**config.mk**
```make
export PLATFORM = sky130hd
export DESIGN_NAME = fifo_bh_sync_fwft_param
export DESIGN_NICKNAME = d
export VERILOG_FILES = /design/src/rtl/fifo_bh_pkg.sv /design/src/rtl/fifo_bh_sdp_ram.sv /design/src/rtl/fifo_bh_sync_fwft_param.sv
export SDC_FILE = /design/constraint.sdc
export NUM_CORES = 1
export LEC_CHECK = 0
export CORE_MARGIN = 5
export CORE_UTILIZATION = 50
export DETAILED_ROUTE_END_ITERATION = 16
export GPL_TIMING_DRIVEN = 0
export PLACE_DENSITY = 0.75
export SLEW_MARGIN = 10
export SYNTH_ARGS = -nofsm -noshare
export SYNTH_HDL_FRONTEND = slang
export SYNTH_SLANG_ARGS = --single-unit
```
**constraint.sdc**
```tcl
create_clock -name clk -period 4.1 [get_ports clk]
set_input_delay 0.615 -clock clk [delete_from_list [all_inputs] [get_ports clk]]
set_output_delay 0.615 -clock clk [all_outputs]
set_load 0.01 [all_outputs]
```
**src/rtl/fifo_bh_pkg.sv**
```systemverilog
// Shared helpers for the bh FIFO family: count-width sizing and a parameter legality check.
package fifo_bh_pkg;

  function automatic int cnt_width(input int depth_lg2);
    return depth_lg2 + 1;
  endfunction

  function automatic bit params_legal(input int data_width,
                                      input int depth_lg2,
                                      input int depth,
                                      input int min_space,
                                      input int ae_level);
    bit ok;
    ok = 1'b1;
    if (data_width < 1) ok = 1'b0;
    if (depth_lg2 < 1 || depth_lg2 > 30) ok = 1'b0;
    else if (depth != (1 << depth_lg2)) ok = 1'b0;
    if (min_space < 1 || min_space > depth) ok = 1'b0;
    if (ae_level < 0 || ae_level > depth - 1) ok = 1'b0;
    return ok;
  endfunction

endpackage

```
**src/rtl/fifo_bh_sdp_ram.sv**
```systemverilog
// Simple dual-port storage: one synchronous write port, one asynchronous read port, no array reset.
module fifo_bh_sdp_ram #(
  parameter int DATA_WIDTH = 66,
  parameter int ADDR_WIDTH = 2,
  parameter int DEPTH      = 4
) (
  input  logic                  clk,
  input  logic                  we_i,
  input  logic [ADDR_WIDTH-1:0] waddr_i,
  input  logic [DATA_WIDTH-1:0] wdata_i,
  input  logic [ADDR_WIDTH-1:0] raddr_i,
  output logic [DATA_WIDTH-1:0] rdata_o
);

  logic [DATA_WIDTH-1:0] mem [DEPTH];

  always_ff @(posedge clk) begin
    if (we_i) begin
      mem[waddr_i] <= wdata_i;
    end
  end

  assign rdata_o = mem[raddr_i];

endmodule

```
**src/rtl/fifo_bh_sync_fwft_param.sv**
```systemverilog
// Single-clock first-word-fall-through FIFO with count, almost-full/empty thresholds,
// synchronous flush and sticky overflow/underflow flags.
module fifo_bh_sync_fwft_param
  import fifo_bh_pkg::*;
#(
  parameter int DATA_WIDTH         = 66,
  parameter int DEPTH_LG2          = 2,
  parameter int DEPTH              = 2 ** DEPTH_LG2,
  parameter int MIN_SPACE          = 2,
  parameter int ALMOST_EMPTY_LEVEL = 1
) (
  input  logic                  clk,
  input  logic                  rst,
  input  logic                  clr_i,
  input  logic                  wren_i,
  input  logic [DATA_WIDTH-1:0] wdata_i,
  input  logic                  rden_i,
  output logic [DATA_WIDTH-1:0] rdata_o,
  output logic                  valid_o,
  output logic                  empty_o,
  output logic                  full_o,
  output logic                  almost_full_o,
  output logic                  almost_empty_o,
  output logic [DEPTH_LG2:0]    count_o,
  output logic                  overflow_o,
  output logic                  underflow_o
);

  localparam int CNT_W = cnt_width(DEPTH_LG2);
  localparam int PTR_W = DEPTH_LG2;

  if (!params_legal(DATA_WIDTH, DEPTH_LG2, DEPTH, MIN_SPACE, ALMOST_EMPTY_LEVEL)) begin : g_param_check
    $error("fifo_bh_sync_fwft_param: illegal parameter combination");
  end

  logic [PTR_W-1:0] wr_ptr_q, wr_ptr_d;
  logic [PTR_W-1:0] rd_ptr_q, rd_ptr_d;
  logic [CNT_W-1:0] count_q, count_d;
  logic             overflow_q, overflow_d;
  logic             underflow_q, underflow_d;

  logic full, empty;
  logic wr_acc, rd_acc;

  // All status flags decode from the count register only, so no input reaches an output.
  assign full  = (count_q == CNT_W'(DEPTH));
  assign empty = (count_q == '0);

  assign wr_acc = wren_i & ~full  & ~clr_i;
  assign rd_acc = rden_i & ~empty & ~clr_i;

  always_comb begin
    wr_ptr_d    = wr_ptr_q;
    rd_ptr_d    = rd_ptr_q;
    count_d     = count_q;
    overflow_d  = overflow_q;
    underflow_d = underflow_q;

    if (clr_i) begin
      wr_ptr_d    = '0;
      rd_ptr_d    = '0;
      count_d     = '0;
      overflow_d  = 1'b0;
      underflow_d = 1'b0;
    end else begin
      if (wr_acc) wr_ptr_d = wr_ptr_q + PTR_W'(1);
      if (rd_acc) rd_ptr_d = rd_ptr_q + PTR_W'(1);
      case ({wr_acc, rd_acc})
        2'b10:   count_d = count_q + CNT_W'(1);
        2'b01:   count_d = count_q - CNT_W'(1);
        default: count_d = count_q;
      endcase
      if (wren_i && full)  overflow_d  = 1'b1;
      if (rden_i && empty) underflow_d = 1'b1;
    end
  end

  always_ff @(posedge clk or posedge rst) begin
    if (rst) begin
      wr_ptr_q    <= '0;
      rd_ptr_q    <= '0;
      count_q     <= '0;
      overflow_q  <= 1'b0;
      underflow_q <= 1'b0;
    end else begin
      wr_ptr_q    <= wr_ptr_d;
      rd_ptr_q    <= rd_ptr_d;
      count_q     <= count_d;
      overflow_q  <= overflow_d;
      underflow_q <= underflow_d;
    end
  end

  fifo_bh_sdp_ram #(
    .DATA_WIDTH (DATA_WIDTH),
    .ADDR_WIDTH (PTR_W),
    .DEPTH      (DEPTH)
  ) u_ram (
    .clk     (clk),
    .we_i    (wr_acc),
    .waddr_i (wr_ptr_q),
    .wdata_i (wdata_i),
    .raddr_i (rd_ptr_q),
    .rdata_o (rdata_o)
  );

  assign empty_o        = empty;
  assign valid_o        = ~empty;
  assign full_o         = full;
  assign almost_full_o  = (CNT_W'(DEPTH) - count_q) < CNT_W'(MIN_SPACE);
  assign almost_empty_o = (count_q <= CNT_W'(ALMOST_EMPTY_LEVEL));
  assign count_o        = count_q;
  assign overflow_o     = overflow_q;
  assign underflow_o    = underflow_q;

endmodule

```
==> impl_metrics.env <==
export IMPL_outcome="finished clean"
export IMPL_hold_violations=0
export IMPL_wl_per_cell_um=20.9
export IMPL_cts_hold_buf=0
export IMPL_peakVddDrop_uv=429
export IMPL_slew_violations=0
export IMPL_ys_seq_elements=273
export IMPL_clk_pin_slew_ns=0.06
export IMPL_layout_common_cells="edfxtp_1 (264), clkdlybuf4s50_1 (145), mux4_2 (66)"
export IMPL_syn_avg_cell_area_um2=24.6
export IMPL_cp_start_kind="flop"
export IMPL_ys_warn_count=0
export IMPL_drt_iter0_markers=238
export IMPL_htreeDepth=1
export IMPL_rsz0062_at_grt="false"
export IMPL_critPathKind="reg -> out"
export IMPL_num_vias=4721
export IMPL_first_global_vias=5177
export IMPL_postLayoutCoreUtil_pct=64.1
export IMPL_drt_antenna_violating_nets=0
export IMPL_syn2layout_area_growth_pct=27.0
export IMPL_hp_class="in -> async"
export IMPL_final_setup_viol_count=0
export IMPL_track_usage_pct=15.9
export IMPL_fin_crit_sh_pct=73.8
export IMPL_sw_frac_of_total_pct=24.0
export IMPL_cap_violations=0
export IMPL_cp_end_kind="primary output"
export IMPL_p_seq_share_pct=43.2
export IMPL_skew_ns=0.00972
export IMPL_synthDistinctLibCells=25
export IMPL_grt_max_degree=44
export IMPL_cts_setup_buffers=0
export IMPL_grt_pass1_wl_um=29400
export IMPL_pwr_density_cell_nw_per_um2=587
export IMPL_critPathRequiredTime_ns=3.48
export IMPL_combPwrFrac_pct=26.0
export IMPL_firstDrtPassIters=4
export IMPL_p_leak_nw=4.14
export IMPL_p_sw_mw=1.81
export IMPL_rows=52
export IMPL_root_buffer="clkbuf_16"
export IMPL_initial_utilization_pct=50.5
export IMPL_die_area_um2=23300
export IMPL_yosysSeqAreaShare_pct=80.3
export IMPL_netlist_instances=413
export IMPL_drcViolationCount=0
export IMPL_layout_min_cycle_time_ns=3.03
export IMPL_insertedDiodeCount=0
export IMPL_total_power_mw=7.57
export IMPL_layout_commonest_cell="edfxtp_1"
export IMPL_layout_nets=672
export IMPL_intPower_mw=5.75
export IMPL_tightestPinTransition_ns=0.740
export IMPL_io_pins=147
export IMPL_layout_drive_gt1_share_pct=19.7
export IMPL_syn_cell_area_um2=10200
export IMPL_gp_congestion=0.749
export IMPL_die_x_um=153
export IMPL_cts_num_sinks=273
export IMPL_slew_headroom_pct=50.7
export IMPL_cts_tree="built"
export IMPL_p_clk_share_pct=30.7
export IMPL_fin_ws_ns=1.07
export IMPL_fp_dieH_um=153
export IMPL_via_per_inst=5.37
export IMPL_arrival_ns=2.41
export IMPL_post_cts_resized=0
export IMPL_path_max_fanout=10
export IMPL_pre_cts_ws_ns=1.34
export IMPL_cts_buffers=27
export IMPL_fmax_mhz=330
export IMPL_dp_hpwl_um=11800
export IMPL_syn_nets=494
export IMPL_core_area_um2=20100
export IMPL_routed_wl_um=18400
export IMPL_grt_ovfl_total=0
export IMPL_io_buffers=145
export IMPL_antenna_found_initial=0
export IMPL_clock_latency_ns=0.51
export IMPL_cts_buffer_depth=3
==> stage by stage <==
step | instance area [um2] | setup TNS (ns) | instances | hold slack (ns)
after floorplan | 10200 | 0 | 413 | 0.443
after global placement | 11900 | -157.85 | 828 | 0.489
after detailed placement | 12100 | 0 | 832 | 0.513
after CTS | 12900 | 0 | 879 | 0.365
after global routing | 12900 | 0 | 879 | 0.411
final | 12900 | 0 | 879 | 0.373
==> sequential cells by signal, summed over array words and instances (netlist names) <==
signal	cells
wr_ptr_q	2
u_ram.mem	264
overflow_o	1
underflow_o	1
rd_ptr_q	2
count_o	3
==> layer usage <==
layer	global-route usage [%]	up-vias	share of wire [%]
met4	3.39	0	1.6
met5	0	-	0
met2	26.3	142	50
met3	3.61	23	6.2
met1	22.2	2470	42
li1	-	2086	-
==> logic make-up (layout without fill, tap and decap cells) <==
kind of cell / after synthesis / in the layout / synth area share, %
multiplexers: 66 / 66 / 14.6
AO/OA/AOI/OAI: 10 / 10 / 0.530
flip-flops: 273 / 273 / 80.3
adder cells (fa/ha/maj): 10 / 10 / 1.23
buffers and inverters: 25 / 221 / 1.70
XOR/XNOR: 5 / 5 / 0.431
AND/OR/NAND/NOR: 24 / 24 / 1.17
==> power by group through the flow <==
stage	logic [mW]	clock network, mW	registers [mW]
after CTS	2.02	2.39	3.27
after floorplan	1.09	0	3.33
after global placement	1.97	0	3.34
after global routing	2.11	2.51	3.28
final	1.97	2.33	3.27
after detailed placement	2.01	0	3.33
==> worst max-delay path, stage by stage, from the launching register on <==
cell             delay [ns]
dfrtp_1                0.37
buf_1                  0.58
mux4_2                 0.42
clkdlybuf4s50_1        0.53
==> area by class of cell <==
type,instances,area (um2)
Clock buffer,36,709
Inverter,7,26.3
Multi-Input combinational cell,115,1840
Timing Repair Buffer,149,1560
Buffer,18,146
Fill cell,1320,7210
Sequential cell,273,8150
Tap cell,270,338
Clock inverter,11,123
==> Yosys cell counts <==
library cell,number,area [um2]
clkbuf_1,1,3.75
buf_12,3,60.1
buf_4,4,30.0
ha_1,10,125
xnor2_1,4,35.0
o21ai_0,1,5.00
clkbuf_2,1,5.00
nand3_1,2,10.0
dfrtp_1,9,225
nor3_1,1,5.00
and2_1,4,25.0
inv_1,7,26.3
buf_1,3,11.3
edfxtp_1,264,7930
and3_1,1,6.26
a21oi_1,8,40.0
nor2_1,8,30.0
xor2_1,1,8.76
nand2b_1,2,12.5
mux4_2,66,1490
nor2b_1,3,18.8
a221oi_1,1,8.76
nand2_1,3,11.3
buf_6,1,11.3
buf_2,5,25.0
==> worst paths after layout <==
path                                   from                to  slack (ns)  cells after the start
max in group asynchronous               rst       rd_ptr_q[1]        3.46                      2
worst max register to register   count_o[0]  u_ram.mem[0][18]        1.41                      8
worst min-delay path                    rst       underflow_o        0.37                      2
min in group clk                      clr_i        count_o[0]        0.52                      2
worst max-delay path            rd_ptr_q[1]       rdata_o[24]        1.07                      3
worst min register to register   overflow_o        overflow_o        0.53                      2
(Power assumes the default switching activity.)
